==> src/rtl/dff_bank_arbiter.sv <==
`default_nettype none
// ============================================================================
//  Module      : dff_bank_arbiter
//  Description : Round-robin arbiter that loads one of NREQ requesters' data
//                into a shared WIDTH-bit register. It then locks the register
//                for HOLD cycles before the next arbitration.
//  Revision    : 1.0  initial release
// ============================================================================
module dff_bank_arbiter #(
    parameter int NREQ  = 4,
    parameter int WIDTH = 8,
    parameter int HOLD  = 2
) (
    input  logic                      Clk,
    input  logic                      reset,
    input  logic [NREQ-1:0]           req,
    input  logic [NREQ*WIDTH-1:0]     data,
    output logic [NREQ-1:0]           gnt,
    output logic [WIDTH-1:0]          Q,
    output logic [WIDTH-1:0]          Q_bar,
    output logic [$clog2(NREQ)-1:0]   owner,
    output logic                      valid,
    output logic                      busy
);

    localparam int PW = $clog2(NREQ);
    // One spare bit so that ptr + offset can be compared against NREQ before wrapping
    localparam int SW = PW + 1;
    // Lock counter needs to hold HOLD-1, but is never narrower than one bit
    localparam int CW = (HOLD > 0) ? $clog2(HOLD + 1) : 1;
    localparam logic [CW-1:0] C_CNT_LOAD = CW'((HOLD > 0) ? HOLD - 1 : 0);

    localparam logic [0:0] S_IDLE = 1'b0;
    localparam logic [0:0] S_LOCK = 1'b1;

    logic [0:0]       state_q, state_d;
    logic [CW-1:0]    cnt_q, cnt_d;
    logic [PW-1:0]    ptr_q, ptr_d;
    logic [WIDTH-1:0] q_q, q_d;
    logic [NREQ-1:0]  gnt_q, gnt_d;
    logic [PW-1:0]    owner_q, owner_d;
    logic             valid_q, valid_d;

    logic [WIDTH-1:0] slice [NREQ];
    logic [PW-1:0]    winner;
    logic [SW-1:0]    scan_idx;
    logic             found;
    logic             do_grant;

    // Split the flat data bus into one slice per requester
    for (genvar i = 0; i < NREQ; i++) begin : g_slice
        assign slice[i] = data[i*WIDTH +: WIDTH];
    end

    // State register: every flop of the block, synchronous active-high reset
    always_ff @(posedge Clk) begin
        if (reset) begin
            state_q <= S_IDLE;
            cnt_q   <= '0;
            ptr_q   <= '0;
            q_q     <= '0;
            gnt_q   <= '0;
            owner_q <= '0;
            valid_q <= 1'b0;
        end else begin
            state_q <= state_d;
            cnt_q   <= cnt_d;
            ptr_q   <= ptr_d;
            q_q     <= q_d;
            gnt_q   <= gnt_d;
            owner_q <= owner_d;
            valid_q <= valid_d;
        end
    end

    // Round-robin scan: first requester at or after ptr, wrapping past NREQ-1
    always_comb begin
        winner   = '0;
        found    = 1'b0;
        scan_idx = '0;
        for (int k = 0; k < NREQ; k++) begin
            scan_idx = SW'(ptr_q) + SW'(k);
            if (scan_idx >= SW'(NREQ)) begin
                scan_idx = scan_idx - SW'(NREQ);
            end
            if (!found && req[scan_idx[PW-1:0]]) begin
                winner = scan_idx[PW-1:0];
                found  = 1'b1;
            end
        end
    end

    // Next-state logic: enter LOCK after a grant, leave once the count runs out
    always_comb begin
        state_d = state_q;
        cnt_d   = cnt_q;
        case (state_q)
            S_IDLE: begin
                if (do_grant && (HOLD > 0)) begin
                    state_d = S_LOCK;
                    cnt_d   = C_CNT_LOAD;
                end
            end
            S_LOCK: begin
                if (cnt_q == '0) begin
                    state_d = S_IDLE;
                end else begin
                    cnt_d = cnt_q - CW'(1);
                end
            end
            default: begin
                state_d = S_IDLE;
            end
        endcase
    end

    // Output/datapath logic: grant only in IDLE; everything else holds
    always_comb begin
        do_grant = (state_q == S_IDLE) && (|req);
        busy     = (state_q == S_LOCK);
        q_d      = q_q;
        owner_d  = owner_q;
        valid_d  = valid_q;
        ptr_d    = ptr_q;
        gnt_d    = '0;
        if (do_grant) begin
            q_d           = slice[winner];
            owner_d       = winner;
            valid_d       = 1'b1;
            gnt_d[winner] = 1'b1;
            ptr_d         = (winner == PW'(NREQ - 1)) ? '0 : winner + PW'(1);
        end
    end

    assign gnt   = gnt_q;
    assign Q     = q_q;
    assign Q_bar = ~q_q;
    assign owner = owner_q;
    assign valid = valid_q;

endmodule
`default_nettype wire

==> config.mk <==
export PLATFORM = sky130hd
export DESIGN_NAME = dff_bank_arbiter
export DESIGN_NICKNAME = d
export VERILOG_FILES = /design/src/rtl/dff_bank_arbiter.sv
export SDC_FILE = /design/constraint.sdc
export NUM_CORES = 1
export LEC_CHECK = 0
export ABC_AREA = 1
export CAP_MARGIN = 5
export CORE_MARGIN = 4
export CORE_UTILIZATION = 45
export CTS_BUF_LIST = sky130_fd_sc_hd__clkbuf_4 sky130_fd_sc_hd__clkbuf_8
export DETAILED_ROUTE_END_ITERATION = 10
export GPL_TIMING_DRIVEN = 0
export PLACE_DENSITY = 0.9
export SLEW_MARGIN = 20
export SYNTH_ARGS = -nofsm -noshare
export SYNTH_HDL_FRONTEND = slang
export SYNTH_SLANG_ARGS = --single-unit
==> constraint.sdc <==
create_clock -name Clk -period 2.5 [get_ports Clk]
set_input_delay 0.375 -clock Clk [delete_from_list [all_inputs] [get_ports Clk]]
set_output_delay 0.375 -clock Clk [all_outputs]
set_load 0.05 [all_outputs]
==> Yosys cells after proc, flatten, opt, wreduce, memory -nomap -nowiden <==
Cells that the tools add are included.
{ "word_totals": {"ff_bits": 20, "in_bits": 38, "out_inout_bits": 24, "wordCells": 77} }
{ "classes": {"n_addsub": 9, "n_lt_le_gt_ge": 11, "n_eq_ne": 3, "n_mux": 31, "n_bitwise": 4, "n_reduce_logical": 12} }
{ "op_table": {"columns": ["op", "count"], "rows": [
  ["$mux 2", 11],
  ["$bmux 8 s2", 1],
  ["$mux 8", 2],
  ["$lt 2x3->1 const B", 5],
  ["$ge 3x3->1 const B", 4],
  ["$mux 1", 10],
  ["$sub 2x1->2 const B", 5],
  ["$bmux 1 s2", 4],
  ["$not 8->8", 1],
  ["$add 2x2->3 const B", 2],
  ["$logic_and 1x1->1", 5],
  ["$ne 2x2->1 const B", 2],
  ["$pmux 2 s2", 1],
  ["$reduce_or 4->1", 1],
  ["$add 2x1->3 const B", 1],
  ["$ge 2x3->1 const B", 1],
  ["$logic_not 1->1", 3],
  ["$not 2->3", 1],
  ["$add 2x1->2 const B", 1],
  ["$demux 1 s2", 1],
  ["$eq 2x2->1 const B", 1],
  ["$ge 2x1->1 const B", 1],
  ["$logic_not 2->1", 1],
  ["$not 1->1", 2],
  ["other kinds (3)", 3]
]} }

==> Longest topological paths before layout <==
Gate-level depths: netlist (run 1).
{ "depth": {"word_depth": 18, "depth_mapped": 17, "depth_no_buf": 15} }

==> Least setup slack after synthesis (run 1) <==
Ideal clock, no wire load.
{ "synth_path": {"path_kind": "register to register", "start": "register ptr_q[0]", "end": "register ptr_q[0]", "setup_ns": 0.070, "arrival_time_ns": 1.737, "t_required_ns": 2.430, "path_slack_ns": 0.692, "path_stages_with_launch": 14, "path_buffers": 2, "period_less_slack_ns": 1.808, "cell_sequence": "dfxtp_1 buf_6 inv_4 nand2_2 and2_4 o21ai_2 nand2_4 nand2_8 nand2_4 buf_12 ha_1 inv_1 nand3_1 a21oi_1"} }
{ "synth_via": {"elab_chain_len": 16, "word_cells_on_any_way": 39, "cone_classes": "8 x add/sub; 4 x order compare; 1 x eq/ne; 20 x mux; 6 x reduce/logical"} }
{ "synth_rtl": {"columns": ["element", "line", "rtl"], "rows": [
  ["start, declared", "38", "logic [PW-1:0] ptr_q, ptr_d;"],
  ["start signal, assigned", "68", "ptr_q <= ptr_d;"],
  ["branches (longest 13 deep; another with $add 2x1->3)", null, null],
  ["$mux 2 *", "86", "if (!found && req[scan_idx[PW-1:0]]) begin"],
  ["named net winner[0]", "45", "logic [PW-1:0] winner;"],
  ["$add 2x1->2 or $eq 2x2->1 (tied branches)", "131", "ptr_d = (winner == PW'(NREQ - 1)) ? '0 : winner + PW'(1);"],
  ["$mux 2 *", "131", null]
]} }
Mark *: on every way through the listed nets, which the timed path passes. The select of a mux whose other input is x is not followed.
A chain may end at the register's enable or synchronous reset.

==> Worst setup path after layout (run 1) <==
{ "layout_path": {"start": "input req[3]", "end": "register ptr_q[0]"} }
{ "layout_via": {"elab_chain_len": 14, "word_cells_on_any_way": 26, "cone_classes": "1 x add/sub; 1 x eq/ne; 16 x mux; 8 x reduce/logical"} }
{ "layout_rtl": {"columns": ["element", "line", "rtl"], "rows": [
  ["start, declared", "16", "input logic [NREQ-1:0] req,"],
  ["$bmux 1 s2", "86", null],
  ["$mux 1 (not written as such)", "86", null],
  ["$mux 1", "86", null],
  ["$logic_not 1->1", "86", null],
  ["$logic_and 1x1->1", "86", null],
  ["$mux 1", "86", null],
  ["$logic_not 1->1", "86", null],
  ["$logic_and 1x1->1", "86", null],
  ["$mux 1", "86", null],
  ["$logic_not 1->1", "86", null],
  ["$logic_and 1x1->1", "86", null],
  ["$mux 2 *", "86", null],
  ["named net winner[0]", "45", null],
  ["$add 2x1->2 or $eq 2x2->1 (tied branches)", "131", null],
  ["$mux 2 *", "131", null]
]} }
Mark *: on every way through the listed nets, which the timed path passes. The rest lies on a longest branch. The select of a mux whose other input is x is not followed.

==> run metrics, run 1 <==
status=finished, final reports clean; critical-path cell list=clkdlybuf4s50_1 -> inv_1 -> nand2_1 -> and2_4 -> o21ai_2 -> nand4_4 -> nand2_4 -> buf_12 -> ha_1 -> inv_1 -> nand3_1 -> a21oi_1; largest net degree at the start of global routing=13; maximum vdd drop=about 660 uV; final setup violation count=0; Synth Flop Type=dfxtp_1; clock root cell=clkbuf_4; Via Count=about 1700; Worst-Skew Late Latency=0.31 ns; grt ovf=0; Comb pwr share=0.774; RSZ-0062 raised after global routing=no; CP Capture Type=flip-flop; min Tclk post-route=slightly above 2 ns; CTS H-tree depth=1; Post-CTS Resized=0; CP top delay family=buffers and inverters; die footprint=between 4000 and 5000 sq um; Critical Path Most Common Cell=inv_1; Placement Rows=21; Synth Area per Inst=6.464 sq um; critical path fanouts, max=11; Slew @ Worst Pin=0.5157 ns; MaxCap Viol Count=0; critical path class=input port to flip-flop; clock sink count=20; Initial DRC Count=just over 100; Wirelength per Cell=around 11 um; first-pass iteration count of the detailed router=4; post-cts hold buffer count=0; Layout Skew=between 0.005 and 0.006 ns; Synth Register Bits=20; EDFF count, synth=0; P_int=~1.5 mW; nets@finish=350; DP Wirelength=around 3200 um; DRT Wirelength=a little under 4000 um; TritonCTS clock tree=yes; Yosys warnings=0; switch share=0.5532; sequential power share=0.146; clk buf depth=2; initial antenna violation count=0; Port-buffer cells=roughly 60; Buf/Inv on CP=4; synthesized cell area=~1600 sq um; fin. max-slew vios=0; delay of the slowest cell on the worst path=0.42 ns; # Post-CTS Setup Buffers=0; drt drc=0; die width=approximately 67 um; number of diodes=0; Core Area=3337 sq um; Pleak=roughly 1.2 nW; vias per inst=~4.7; Antenna Nets Post-Route=0; CP Data Arrival Time=about 2.3 ns; share of layout cells above drive strength 1=0.1373; CP startpoint kind=input port; period utilization=0.8295; syn_nets=284; GRT Util Overall=0.1850; NetSw=around 1.9 mW; hold crit path type=flip-flop to flip-flop; layout filler cell count=approximately 310; CTS buffer count=3; Synth cell types=31; vias in the first global route=between 1500 and 2000; final hold vios=0; Chip Height=roughly 67 um; first-pass GRT wire length=6506 um; fmax=482.2 MHz; clock share of power=0.079; Syn Inst Count=roughly 240; WHS=0.4624 ns; setup tns final=0 ns; PD cells=approximately 1500 nW/um^2; CP Data Required Time=2.70 ns; Ports=62; FFs w/ async S/R, synth=0; clock edge transition at the registers on the reported setup and hold paths=between 0.1 and 0.15 ns; Initial Util=0.4668; slowest cell on the critical path=clkdlybuf4s50_1; Slew headroom=0.6551; gpl congestion=approximately 0.85; Pwr Total=between 3 and 4 mW; Syn-to-layout area delta=46.27%; sequential share of the synthesized area=0.2570
per-stage QoR:
stage | utilization | instances | cell area, sq um | setup WS (ns)
after floorplan | - | 241 | 1558 | 0.6921
after global placement | 0.6670 | 348 | 2226 | 0.1529
after detailed placement | 0.6670 | 348 | 2226 | 0.09894
after CTS | 0.6828 | 352 | 2278 | 0.4342
after global routing | 0.6828 | 352 | 2278 | 0.2295
final | 0.6828 | 352 | 2278 | 0.4263
logic make-up after synthesis:
family          share of synthesized area
compound gates                    0.08032
fa+ha+maj                         0.04016
buf+inv                            0.2032
flops                              0.2570
simple gates                       0.4193
cells in the mapped netlist (2+ instances only):
| cell type | n | share of area |
|---|---|---|
| o21ai_0 | 2 | 0.0064 |
| dfxtp_1 | 20 | 0.26 |
| inv_1 | 63 | 0.15 |
| o211ai_1 | 2 | 0.0096 |
| inv_4 | 2 | 0.0080 |
| nor2_1 | 7 | 0.017 |
| nand2_1 | 44 | 0.11 |
| nand3_1 | 43 | 0.14 |
| a21oi_1 | 11 | 0.035 |
| inv_2 | 3 | 0.0072 |
| nand2_2 | 15 | 0.060 |
| buf_2 | 2 | 0.0064 |
| nand2_4 | 3 | 0.022 |
| nor2_4 | 2 | 0.014 |
| ha_1 | 5 | 0.040 |
| nand3_2 | 2 | 0.013 |
per-layer routing:
layer,share of wire,global-route usage,vias up
li1,-,-,866
met1,0.38,0.2016,727
met2,0.54,0.3515,53
met3,0.065,0.05059,6
met4,0.011,0.03807,0
met5,0,0,-
worst reg2reg max path: stages (launching register included):
cell and delay [ns]:
dfxtp_1 0.51, inv_2 0.11, nand2_2 0.07, nand2_2 0.07
nand2_2 0.08, nand2_4 0.08, nor2_8 0.12, nand2_4 0.09
nand2_8 0.11, nand2_4 0.09, buf_12 0.17, ha_1 0.17
inv_1 0.08, nand3_1 0.09, a21oi_1 0.13
layout by cell type, fill, tap and decap left out, types with 2 or more instances in the layout:
cell type	count
o211ai_1	2
inv_1	63
buf_2	2
nor2_4	2
inv_2	3
nand2_1	44
ha_1	5
a21oi_1	11
o21ai_0	2
nand3_1	43
nand3_2	2
clkdlybuf4s50_1	61
clkbuf_4	3
nor2_1	7
inv_4	2
dfxtp_1	20
nand2_2	15
nand2_4	3
final timing paths:
kind              startpoint  endpoint  slack [ns]  cells after the start
hold / removal         valid     valid        0.46                      2
hold reg to reg        valid     valid        0.46                      2
setup / recovery      req[3]  ptr_q[0]        0.43                     12
setup reg to reg    ptr_q[1]  ptr_q[0]        0.48                     14
flip-flops by register name, summed over array words and instances, names as in the netlist:
name and cells:
busy 1, Q 8, gnt 4, owner 2, valid 1, cnt_q 2, ptr_q 2
power groups by stage:
stage	Clock (mW)	Sequential [mW]	Combinational (mW)
CTS	0.267	0.495	2.62
floorplan	0	0.801	1.67
global placement	0	0.495	2.55
detailed placement	0	0.501	2.62
global route	0.286	0.507	2.86
finish	0.266	0.493	2.60
final cells by class:
| type | count | area, sq um | area share |
|---|---|---|---|
| clock inverter | 1 | 30.03 | 0.01318 |
| clock buffer | 3 | 22.52 | 0.009885 |
| inverter | 69 | 264.0 | 0.1159 |
| multi-input combinational | 146 | 840.8 | 0.3690 |
| timing repair buffer | 61 | 610.6 | 0.2680 |
| tap | 46 | 57.56 | 0.02526 |
| sequential | 20 | 400.4 | 0.1757 |
| buffer | 6 | 52.55 | 0.02306 |
No activity file was read; power rests on OpenSTA's default activity.
==> run 2: changes to the inputs <==
clock period = 2.2 ns   (was 2.5 ns; I/O delays follow)
==> run 2 against run 1 <==
- count of clock-buffer cells in the layout did not move
- cell count is 0.57% higher
- cell area rose by 1.3%
- clock power rose by 13%
- clock skew barely moved
- utilization is 0.90 points higher
- register-to-register slack worse by 0.28 ns
- die area is the same
- first-iteration DRC count is 11% lower
- combinational power increased by 15%
- largest cell class unchanged
- hold slack barely moved
- wire length grew 1.3%
==> run metrics, run 2 (synthesized netlist as in run 1, its figures left out) <==
most frequent cells in the layout=inv_1, clkdlybuf4s50_1, nand2_1, nand3_1, dfxtp_1; Antenna Nets Post-Route=0 (unchanged); CTS buffer count=3 (unchanged); Placement Rows=21 (unchanged); CP startpoint kind=input port; Pleak=1.188 nW (+0.95%); maximum vdd drop=760.5 uV (+16%); CP Data Required Time=2.45 ns (-0.25 ns); hold crit path type=flip-flop to flip-flop; TritonCTS clock tree=yes; clock share of power=0.078 (about the same); share of layout cells above drive strength 1=0.1526 (+0.01534); DP Wirelength=3194 um (unchanged); final setup violation count=0 (unchanged); initial antenna violation count=0 (unchanged); period utilization=0.9175; Port-buffer cells=61 (unchanged); CP Data Arrival Time=2.26 ns (about the same); P_int=1.733 mW (+15%); clock root cell=clkbuf_4; critical path class=input port to flip-flop; Ports=62 (unchanged); Initial DRC Count=91 (-11%); Layout Skew=0.005043 ns (-0.00006403 ns); number of diodes=0 (unchanged); PD cells=1676 nW/um^2 (+14%); Initial Util=0.4668 (unchanged); setup tns final=0 ns (unchanged); DRT Wirelength=3914 um (+1.3%); RSZ-0062 raised after global routing=no; Syn-to-layout area delta=48.19%; first-pass GRT wire length=6506 um (unchanged); clk buf depth=2 (unchanged); post-route worst setup slack=0.1815 ns (-0.2449 ns); vias in the first global route=1571 (unchanged); Comb pwr share=0.776 (+0.002); Chip Height=66.84 um (unchanged); grt ovf=0 (unchanged); Layout Cells excl Fill=354 (+0.57%); Slew headroom=0.6551 (unchanged); CP Capture Type=flip-flop; gpl congestion=0.8518 (unchanged); die width=66.84 um (unchanged); post-cts hold buffer count=0 (unchanged); Post-Place Setup Slack=-0.1561 ns (-0.2550 ns); switch share=0.5520 (-0.001220); fin. max-slew vios=0 (unchanged); Cells after DPL=348 (unchanged); most common cell after layout, fill and taps aside=inv_1; Via Count=1636 (-0.97%); Wirelength per Cell=11.06 um (+0.70%); layout filler cell count=305 (-2.2%); Placed Area=2226 sq um (unchanged); NetSw=2.135 mW (+15%); largest net degree at the start of global routing=13 (unchanged); fmax=495.4 MHz; critical path fanouts, max=11 (unchanged); Worst-Skew Late Latency=0.30 ns (about the same); fin area=2308 sq um (+1.3%); Finished Core Util=0.6918 (+0.008999); Pwr Total=3.868 mW (+15%); WHS=0.4625 ns (+0.00004400 ns); die footprint=4467 sq um (unchanged); GRT Util Overall=0.1850 (unchanged); CTS H-tree depth=1 (unchanged); min Tclk post-route=around 2.0 ns; final hold vios=0 (unchanged); Core Area=3337 sq um (unchanged); sequential power share=0.146 (about the same); first-pass iteration count of the detailed router=4 (unchanged); clock sink count=20 (unchanged); MaxCap Viol Count=0 (unchanged); drt drc=0 (unchanged); vias per inst=4.621 (-1.5%); Largest register FFs=8 (unchanged); status=finished, final reports clean; clock edge transition at the registers on the reported setup and hold paths=0.12 ns (about the same); Slew @ Worst Pin=0.5157 ns (unchanged); nets@finish=352 (+0.57%)
==> run 2: changes by cell type in the layout (fill, tap and decap cells not counted), sizes merged <==
cell and change:
buf +2
==> run 2: critical path, stage by stage <==
cell and delay (ns):
clkdlybuf4s50_1 0.49, inv_1 0.07, nand2_1 0.10, nand3_2 0.09
nand2_2 0.13, inv_1 0.07, nand3_1 0.08, nand2_2 0.09
nand2_8 0.09, nand2_4 0.09, buf_12 0.16, ha_1 0.17
inv_1 0.08, nand3_1 0.09, a21oi_1 0.13
==> run 2: area by class of cell <==
class / instances / area (sq um) / area share
multi-input cells: 146 / 854.6 / 0.3702
inverters: 69 / 264.0 / 0.1144
clock inverters: 1 / 30.03 / 0.01301
plain buffers: 6 / 52.55 / 0.02276
well taps: 46 / 57.56 / 0.02493
repair buffers: 63 / 625.6 / 0.2710
flip-flops and latches: 20 / 401.6 / 0.1740
clock buffers: 3 / 22.52 / 0.009756
==> run 2: layer usage <==
metal  track usage  share of wire
met3       0.05059          0.061
met1        0.2016           0.39
met5             0              0
met2        0.3515           0.54
met4       0.03807         0.0074
==> run 2: final timing paths <==
path	from	endpoint	slack [ns]	cells after the start
max reg2reg	ptr_q[0]	ptr_q[0]	0.20	15
max	req[0]	ptr_q[0]	0.18	15
min	valid	valid	0.46	2
min reg2reg	valid	valid	0.46	2
==> run 2: what timing repair did <==
action                                  CTS  global route
endpoints found under the setup margin    0             1
gates resized for setup                   0             4
buffers inserted                          0             2
==> run 2: power groups by stage <==
| stage | Combinational (mW) | Clock [mW] | Sequential (mW) |
|---|---|---|---|
| finish | 3.00 | 0.300 | 0.566 |
| global route | 3.29 | 0.325 | 0.581 |
| CTS | 2.98 | 0.304 | 0.562 |
| detailed placement | 2.97 | 0 | 0.569 |
| global placement | 2.89 | 0 | 0.563 |
| floorplan | 1.90 | 0 | 0.911 |
==> run 3: changes to the inputs <==
CORE_MARGIN = 2   (was 4)
HOLD_SLACK_MARGIN = 0.03   (was not set)
==> run 3 against run 2 <==
- via count down 0.79%
- wire length down 7.5%
- count of clock-buffer cells in the layout up 1
- sequential power down 1%
- critical endpoint unchanged
- largest power group unchanged
- highest routed layer unchanged
==> run metrics, run 3 (synthesized netlist as in run 1, its figures left out) <==
MaxCap Viol Count=0 (unchanged); Antenna Nets Post-Route=0 (unchanged); most frequent cells in the layout=inv_1, clkdlybuf4s50_1, nand2_1, nand3_1, dfxtp_1; Pleak=1.170 nW (-1.5%); Worst-Skew Late Latency=0.30 ns (about the same); status=finished, final reports clean; Placed Area=2226 sq um (unchanged); nets@finish=350 (-0.57%); TritonCTS clock tree=yes; critical path class=input port to flip-flop; CP Data Arrival Time=2.26 ns (about the same); Syn-to-layout area delta=45.22%; fin. max-slew vios=0 (unchanged); Core Area=3337 sq um (unchanged); final setup violation count=0 (unchanged); CTS buffer count=3 (unchanged); Initial DRC Count=74 (-19%); clock edge transition at the registers on the reported setup and hold paths=0.10 ns (-0.02 ns); Placement Rows=21 (unchanged); Chip Height=62.84 um (-6.0%); most common cell after layout, fill and taps aside=inv_1; # Post-CTS Setup Buffers=0 (unchanged); share of layout cells above drive strength 1=0.1373 (-0.01534); Post-CTS Resized=0 (unchanged); post-route worst setup slack=0.1736 ns (-0.007877 ns); CP startpoint kind=input port; register area=400.4 sq um (-0.31%); layout filler cell count=288 (-5.6%); Wirelength per Cell=10.28 um (-7.0%); DRT Wirelength=3620 um (-7.5%); PD cells=1634 nW/um^2 (-2.5%); CTS H-tree depth=1 (unchanged); Largest register FFs=8 (unchanged); gpl congestion=0.8468 (-0.59%); critical path fanouts, max=11 (unchanged); CP Capture Type=flip-flop; grt ovf=0 (unchanged); Via Count=1623 (-0.79%); clock root cell=clkbuf_4; first-pass GRT wire length=6486 um (-0.31%); drt drc=0 (unchanged); GRT Util Overall=0.1966 (+0.01163); die footprint=3948 sq um (-12%); maximum vdd drop=720.3 uV (-5.3%); initial antenna violation count=0 (unchanged); vias per inst=4.611 (-0.23%); Layout Skew=0.005703 ns (+0.0006600 ns); die width=62.84 um (-6.0%); Ports=62 (unchanged); DP Wirelength=3016 um (-5.6%); Post-Place Setup Slack=-0.1334 ns (+0.02268 ns); Slew headroom=0.6589 (+0.003710); hold crit path type=flip-flop to flip-flop; number of diodes=0 (unchanged); clk buf depth=2 (unchanged); clock sink count=20 (unchanged); fmax=493.5 MHz (-0.39%); Port-buffer cells=61 (unchanged); min Tclk post-route=2.026 ns (+0.007877 ns); period utilization=0.9211 (+0.003580); first-pass iteration count of the detailed router=4 (unchanged); Initial Util=0.4668 (unchanged); RSZ-0062 raised after global routing=no; post-cts hold buffer count=0 (unchanged); fin area=2262 sq um (-2.0%); Slew @ Worst Pin=0.5101 ns (-0.005549 ns); CP Data Required Time=2.43 ns (-0.02 ns); Multi-input gate area=840.8 sq um (-1.6%); vias in the first global route=1578 (+0.45%); largest net degree at the start of global routing=12 (-1); final hold vios=0 (unchanged)
==> run 3: power by group <==
| part | switching (mW) | leakage [nW] | internal, mW |
|---|---|---|---|
| Clock | 0.106 | 0.0210 | 0.101 |
| Sequential | 0.0706 | 0.166 | 0.487 |
| Combinational | 1.90 | 0.983 | 1.03 |
| Total | 2.07 | 1.17 | 1.62 |
==> run 3: layout make-up <==
cell class | instances | share of cell area
Buffer | 6 | 0.02323
Clock buffer | 4 | 0.01604
Inverter | 69 | 0.1167
Multi-Input combinational cell | 146 | 0.3717
Sequential cell | 20 | 0.1770
Tap cell | 46 | 0.02544
Timing Repair Buffer | 61 | 0.2699
==> run 3: path summary, 6_finish.rpt <==
check	endpoint	depth (start not counted)	from	slack, ns
worst max-delay path	ptr_q[0]	15	req[1]	0.17
worst min-delay path	valid	2	valid	0.46
worst max register to register	ptr_q[0]	14	ptr_q[1]	0.20
worst min register to register	valid	2	valid	0.46
==> run 3: through the flow <==
step	total power [mW]	hold slack, ns	utilization	instances	TNS (ns)
final	3.697	0.4599	0.6779	352	0
after global routing	4.015	0.5061	0.6779	352	0
after detailed placement	3.507	0.4471	0.6670	348	-0.7281
after floorplan	2.810	0.4392	-	241	0
after global placement	3.455	0.4428	0.6670	348	-0.3763
after CTS	3.718	0.4600	0.6779	352	0
==> run 3: routing by layer <==
| metal | up-vias | track usage | wire [um] |
|---|---|---|---|
| met5 | - | 0 | 0 |
| met4 | 0 | 0.05278 | 67 |
| met3 | 11 | 0.03063 | 171 |
| met2 | 50 | 0.3817 | 1850 |
| met1 | 704 | 0.2190 | 1531 |
| li1 | 858 | - | - |
==> run 3: critical path: stages <==
cell and delay, ns:
clkdlybuf4s50_1 0.45, inv_1 0.06, o21ai_1 0.20, nand2_2 0.09, nand2_4 0.10, nand2_1 0.06
nand2_1 0.06, nand2_2 0.08, nand2_8 0.09, nand2_4 0.09, buf_12 0.17, ha_1 0.17
inv_1 0.08, nand3_1 0.07, a21oi_1 0.13
